===== config.mk =====
export PLATFORM = sky130hd
export DESIGN_NAME = karatsuba_mul64_ctrl
export DESIGN_NICKNAME = d
export VERILOG_FILES = /design/src/rtl/karatsuba_mul64_ctrl.sv
export SDC_FILE = /design/constraint.sdc
export NUM_CORES = 2
export LEC_CHECK = 0
export BUFFER_PORTS_ARGS = -buffer_cell sky130_fd_sc_hd__buf_2
export CORE_MARGIN = 3
export CORE_UTILIZATION = 40
export CTS_CLUSTER_SIZE = 12
export DETAILED_ROUTE_END_ITERATION = 6
export PLACE_DENSITY = 0.6
export SKIP_CTS_REPAIR_TIMING = 1
export SLEW_MARGIN = 10
export SYNTH_ARGS = -nofsm -noshare
export SYNTH_HDL_FRONTEND = slang
export SYNTH_SLANG_ARGS = --single-unit

===== constraint.sdc =====
create_clock -name clk -period 6.4 [get_ports clk]
set_input_delay 0.96 -clock clk [delete_from_list [all_inputs] [get_ports clk]]
set_output_delay 0.96 -clock clk [all_outputs]
set_load 0.1 [all_outputs]

===== src/rtl/karatsuba_mul64_ctrl.sv =====
// Sequencer that builds an RV64M 64x64 multiply from three passes through a shared
// 34-bit Karatsuba multiplier (LL, HH, MM), then combines and applies the sign.
module karatsuba_mul64_ctrl (
  input  logic        clk,
  input  logic        rst_n,
  input  logic        in_valid,
  output logic        in_ready,
  input  logic [1:0]  in_op,
  input  logic [63:0] in_a,
  input  logic [63:0] in_b,
  output logic        out_valid,
  input  logic        out_ready,
  output logic [63:0] out_result,
  output logic        mul_start,
  output logic [33:0] mul_a,
  output logic [33:0] mul_b,
  input  logic [67:0] mul_s,
  input  logic        mul_done
);

  typedef enum logic [2:0] {
    IDLE, ISSUE, WAIT_LO, WAIT_HI, COMBINE, FIX, OUT
  } state_t;

  state_t       r_state, w_next;
  logic [1:0]   r_step;
  logic [1:0]   r_op;
  logic         r_sa, r_sb;
  logic [63:0]  r_a, r_b;
  logic [63:0]  r_ll, r_hh;
  logic [67:0]  r_mm;
  logic [127:0] r_p;

  logic         w_sa, w_sb;
  logic [63:0]  w_absA, w_absB;
  logic [32:0]  w_sumA, w_sumB;
  logic [67:0]  w_mid;
  logic [127:0] w_comb;

  assign w_sa   = ((in_op == 2'b01) || (in_op == 2'b10)) && in_a[63];
  assign w_sb   = (in_op == 2'b01) && in_b[63];
  assign w_absA = w_sa ? (~in_a + 64'd1) : in_a;
  assign w_absB = w_sb ? (~in_b + 64'd1) : in_b;

  assign w_sumA = {1'b0, r_a[31:0]} + {1'b0, r_a[63:32]};
  assign w_sumB = {1'b0, r_b[31:0]} + {1'b0, r_b[63:32]};

  // The Karatsuba middle term MM-HH-LL is nonnegative, so plain unsigned math suffices.
  assign w_mid  = r_mm - {4'b0, r_hh} - {4'b0, r_ll};
  assign w_comb = {r_hh, 64'b0} + ({60'b0, w_mid} << 32) + {64'b0, r_ll};

  always_ff @(posedge clk or negedge rst_n) begin
    if (!rst_n) r_state <= IDLE;
    else        r_state <= w_next;
  end

  always_comb begin
    w_next = r_state;
    case (r_state)
      IDLE:    if (in_valid) w_next = ISSUE;
      ISSUE:   w_next = WAIT_LO;
      WAIT_LO: if (!mul_done) w_next = WAIT_HI;
      WAIT_HI: if (mul_done) w_next = (r_step == 2'd2) ? COMBINE : ISSUE;
      COMBINE: w_next = FIX;
      FIX:     w_next = OUT;
      OUT:     if (out_ready) w_next = IDLE;
      default: w_next = IDLE;
    endcase
  end

  always_ff @(posedge clk or negedge rst_n) begin
    if (!rst_n) begin
      r_step <= 2'd0;
      r_op   <= 2'd0;
      r_sa   <= 1'b0;
      r_sb   <= 1'b0;
      r_a    <= '0;
      r_b    <= '0;
      r_ll   <= '0;
      r_hh   <= '0;
      r_mm   <= '0;
      r_p    <= '0;
    end else begin
      case (r_state)
        IDLE: if (in_valid) begin
          r_op   <= in_op;
          r_sa   <= w_sa;
          r_sb   <= w_sb;
          r_a    <= w_absA;
          r_b    <= w_absB;
          r_step <= 2'd0;
        end
        WAIT_HI: if (mul_done) begin
          case (r_step)
            2'd0:    r_ll <= mul_s[63:0];
            2'd1:    r_hh <= mul_s[63:0];
            default: r_mm <= mul_s;
          endcase
          if (r_step != 2'd2) r_step <= r_step + 2'd1;
        end
        COMBINE: r_p <= w_comb;
        FIX:     if (r_sa ^ r_sb) r_p <= ~r_p + 128'd1;
        default: ;
      endcase
    end
  end

  // Operands depend only on step and latched magnitudes, so they hold through the wait states.
  always_comb begin
    mul_a = '0;
    mul_b = '0;
    case (r_step)
      2'd0: begin
        mul_a = {2'b0, r_a[31:0]};
        mul_b = {2'b0, r_b[31:0]};
      end
      2'd1: begin
        mul_a = {2'b0, r_a[63:32]};
        mul_b = {2'b0, r_b[63:32]};
      end
      default: begin
        mul_a = {1'b0, w_sumA};
        mul_b = {1'b0, w_sumB};
      end
    endcase
  end

  assign in_ready   = (r_state == IDLE);
  assign mul_start  = (r_state == ISSUE);
  assign out_valid  = (r_state == OUT);
  assign out_result = (r_op == 2'b00) ? r_p[63:0] : r_p[127:64];

endmodule


After elaboration in Yosys (flattened, before gate mapping)

Cells that the tools add are included.

Register bits after elaboration: 461
Bits of input ports: 203
Output and inout bits: 135
Logic and storage cells: 76

Add/sub/neg operators: 10
Equality and inequality tests: 17
Multiplexer cells: 17
Bitwise operators: 5
Reduce and logical (&&, ||, !) cells: 16

Operators with widths:

| kind                                             | count |
|---|---|
| one-hot mux 128 bit (2 select lines)             | 1 |
| 2-to-1 mux 64 bit                                | 3 |
| subtractor 68 x 64 -> 68 bit                     | 2 |
| one-hot mux 33 bit (2 select lines)              | 2 |
| adder 128 x 1 -> 128 bit (second input constant) | 1 |
| adder 128 x 100 -> 128 bit                       | 1 |
| adder 128 x 64 -> 128 bit                        | 1 |
| adder 64 x 1 -> 64 bit (second input constant)   | 2 |
| 2-to-1 mux 128 bit                               | 1 |
| inverter 128 bit                                 | 1 |
| inverter 64 bit                                  | 2 |
| adder 32 x 32 -> 33 bit                          | 2 |
| one-hot mux 3 bit (7 select lines)               | 1 |
| 2-to-1 mux 3 bit                                 | 5 |
| != test 2 bit (second input constant)            | 6 |
| == test 3 bit (second input constant)            | 3 |
| AND reduction 3 bit                              | 3 |
| AND reduction 4 bit                              | 2 |
| == test 3 x 2 -> 1 bit (second input constant)   | 2 |
| 2-to-1 mux 2 bit                                 | 3 |
| == test 2 x 1 -> 1 bit (second input constant)   | 2 |
| == test 2 bit (second input constant)            | 2 |
| zero test 2 bit                                  | 2 |
| one-hot mux 2 bit (2 select lines)               | 1 |
| other kinds (11)                                 | 14 |

Logic depth before layout (Yosys ltp)

Depth after elaboration: 5
Depth in mapped cells: 28
Mapped depth without buffers: 27

Least setup slack after synthesis

Ideal clock, no wire load.

Kind: reg2reg
Start: reg r_hh[9]
End: reg r_p[127]
Setup time: 0.141 ns
Arrival: 5.694 ns
Required time: 6.259 ns
Slack: 0.565 ns
Stages on the path, launching flop included: 26
Buffers on the path: 4
Clock period less this slack: 5.835 ns
Path through: dfrtp_1 inv_1 fa_1 ha_1 buf_2 nand4_1 or3_1 a2111o_1 o211ai_1 a21oi_1 o31ai_4 a31oi_1 o311ai_4 nand4_1 and4_1 ha_1 clkbuf_1 and2_0 clkbuf_1 nand3_1 a22oi_1 o21ai_2 or4_1 clkbuf_1 mux2i_1 o221ai_1

Word-level cells in the longest chain between the ends: 5

Ends and longest elaborated chain:

| item                                      | line | text |
|---|---|---|
| start: declaration                        | 30   | `logic [63:0] r_ll, r_hh;` |
| start signal: assignment                  | 96   | `2'd1: r_hh <= mul_s[63:0];` |
| subtractor 68 x 64 -> 68 bit (2 in a row) | 49   | `assign w_mid = r_mm - {4'b0, r_hh} - {4'b0, r_ll};` |
| adder 128 x 100 -> 128 bit *              | 50   | `assign w_comb = {r_hh, 64'b0} + ({60'b0, w_mid} << 32) + {64'b0, r_ll};` |
| adder 128 x 64 -> 128 bit *               | 50   |  |
| one-hot mux 128 bit (2 select lines) *    | 84   | `case (r_state)` |
| end signal: assignment                    | 101  | `COMBINE: r_p <= w_comb;` |
| end signal: assignment                    | 102  | `FIX: if (r_sa ^ r_sb) r_p <= ~r_p + 128'd1;` |
| end: declaration                          | 32   | `logic [127:0] r_p;` |

Every way passes the cells marked *; elsewhere a longest branch is shown, timed or not.
A chain may end at the register's enable or synchronous reset.

Worst setup path in the final report

Start: reg r_ll[20]
End: reg r_p[99]

Word-level cells in the longest chain between the ends: 4

Ends and longest elaborated chain:

| item                                   | line | text |
|---|---|---|
| start: declaration                     | 30   |  |
| start signal: assignment               | 95   | `2'd0: r_ll <= mul_s[63:0];` |
| subtractor 68 x 64 -> 68 bit           | 49   |  |
| adder 128 x 100 -> 128 bit             | 50   |  |
| adder 128 x 64 -> 128 bit *            | 50   |  |
| one-hot mux 128 bit (2 select lines) * | 84   |  |

Marked as above.

==> impl_metrics.toml <==
[outcome]
status = "finished clean"

[detailed_routing]
avgViaCountPerCell = 5.81
drt_iter0_markers = 3260
vias = 36600
ant_nets = 0
totalWireLength_mm = 143
first_pass_iters = 6
drc = 0
wl_per_cell_um = 22.7

[critical_path]
worstPathRequired_ns = 6.90
critPathMaxFanout = 3
cp-end-kind = "flip-flop"
cpPeakStageDelay_ns = 0.53
cp_common_cell = "buf_4"
start_kind = "flip-flop"
slowest_stage = "fa_1"
r2r_slack_ns = 0.17
cp.arrival_ns = 6.73
path_class = "reg -> reg"

[clock_tree]
clkTransAtPathRegs_ns = 0.06
clk_path_buf_depth = 3
cts.sinks = 461
clock-root-buffer = "clkbuf_16"
numCtsBuffers = 57
cts_tree = "built"
clk_latency_ns = 0.66
cts.htree.levels = 2

[global_route]
antenna_found_initial = 24
track_usage_pct = 28.2
grt_pass1_wl_mm = 215
grt_max_degree = 253
overflow = 0
grt_pass1_vias = 34800

[yosys]
synthTopCellsByCount = "dfrtp_1, o21ai_0, a21oi_1"
synth.top_cell.area_share_pct = 30.4
synth_warnings = 0
async_reset_ff_share_pct = 100
synth-edff-count = 0
synth_most_common_cell = "dfrtp_1"
syn_area_um2 = 38000
ys_ff_latch = 461
ys_seq_area_share_pct = 30.4
yosys_most_used_dff = "dfrtp_1"
synth_cell_type_count = 88
synth_top_area_cell = "dfrtp_1"
syn_avg_cell_area_um2 = 8.48
synthCells = 4476
synth_area_leaders = "dfrtp_1, mux2_2, ha_1"

[sta]
slew_viol_final = 0
maxSlewHeadroom_pct = 21.8
finalHoldViolCount = 0
finalSetupViolations = 0
clock.fmax_ghz = 0.161
rsz0062_at_grt = "yes"
fin_crit_sh_pct = 97.3
worstMarginPinSlew_ns = 1.16
fin_hold_ws_ns = 0.281
post-route-min-period_ns = 6.23
finalClockSkew_ns = 0.0361

[placement]
port_buffers = 335
placed_cells = 6190
post_dp_cell_area_um2 = 43100
hpwl_mm = 113
routabilityCongestion = 1.00

[cells_and_area]
finish.utilization_pct = 48.5
design_area_um2 = 45500
nets = 5485
area_delta_synth_final_pct = 19.8
drive_gt1_share_pct = 23.2
final_cells = 6307

[floorplan]
fp.dieH_um = 314
rows = 112
fp.dieW_um = 314
die_area_um2 = 98600
placeableCoreArea_um2 = 93700
io_pins = 338
start_util_pct = 40.5

[job]
maxCapViolCount = 0

[worst_hold_path]
worstHoldPathType = "in -> async"
==> worst max-delay path: cells and delay by family (launching register included) <==
family	cells	cell delay, ns
compound gates	8	1.73
xor+xnor	2	0.29
fa+ha+maj	3	1.10
buf+inv	5	0.74
flops	1	0.34
simple gates	10	1.86
==> metrics by stage <==
step	setup slack (ns)	TNS, ns
final	0.171	0
after global routing	-0.103	-0.369
after CTS	-0.185	-1.78
after detailed placement	-0.146	-0.633
after global placement	-0.0980	-0.238
after floorplan	0.565	0
==> layout make-up <==
class                      count  area (um^2)
fill                        9078        48300
multi-input combinational   3577        25200
sequential                   461        11500
timing repair buffer         691         4410
clock buffer                  78         1610
tap                         1254         1570
inverter                     211          792
clock inverter                25          310
antenna                       10         25.0
==> sequential cells by signal, indices dropped and copies added, names as in the netlist <==
register / count
r_a: 64
r_b: 64
r_hh: 64
r_ll: 64
r_mm: 68
r_op: 2
r_p: 128
r_sa: 1
r_sb: 1
r_state: 3
r_step: 2
==> routing by layer <==
metal  vias up  GRT usage, %  share of wire (%)
li1      17300             -                  -
met1     17700          38.4                 43
met2      1333          45.6                 46
met3       213          4.67                7.1
met4        18          8.99                3.3
met5         -             0              0.078
==> path summary, 6_finish.rpt <==
| check | depth (start not counted) | to | startpoint |
|---|---|---|---|
| worst max-delay path | 28 | r_p[99]$_DFFE_PN0P_ | r_ll[20]$_DFFE_PN0P_ |
| worst min-delay path | 1 | r_p[21]$_DFFE_PN0P_ | rst_n |
| worst max register to register | 28 | r_p[99]$_DFFE_PN0P_ | r_ll[20]$_DFFE_PN0P_ |
| max in group asynchronous | 2 | r_mm[35]$_DFFE_PN0P_ | rst_n |
| min in group clk | 2 | r_sa$_DFFE_PN0P_ | r_sa$_DFFE_PN0P_ |
| worst min register to register | 2 | r_sa$_DFFE_PN0P_ | r_sa$_DFFE_PN0P_ |
==> cells in the final DEF (no fill, tap or decap), types with 66 or more instances in the layout <==
master	netlist	routed
o21ai_0	442	426
nand2_1	407	402
inv_1	210	210
buf_2	7	334
a22oi_1	75	74
nand3_1	104	104
a21o_1	99	99
buf_4	3	351
a21oi_1	420	413
ha_1	216	202
mux2_2	259	259
xor2_1	139	139
fa_1	67	66
nor2_1	267	263
nor3_1	133	132
dfrtp_1	461	458
xnor2_1	173	169
==> cell families (layout without fill, tap and decap cells) <==
group,Yosys count,count (layout),synth area share (%)
buffers and inverters,439,1005,4.39
multiplexers,264,264,7.82
AND/OR/NAND/NOR,1313,1313,17.1
AO/OA/AOI/OAI,1403,1403,22.4
flip-flops,461,461,30.4
other,1,12,0.00988
XOR/XNOR,312,312,7.20
adder cells (fa/ha/maj),283,283,10.7
Power is left out: the tool's default activity adds up to more than one toggle a clock period on the data nets, which glitch-free logic cannot reach.
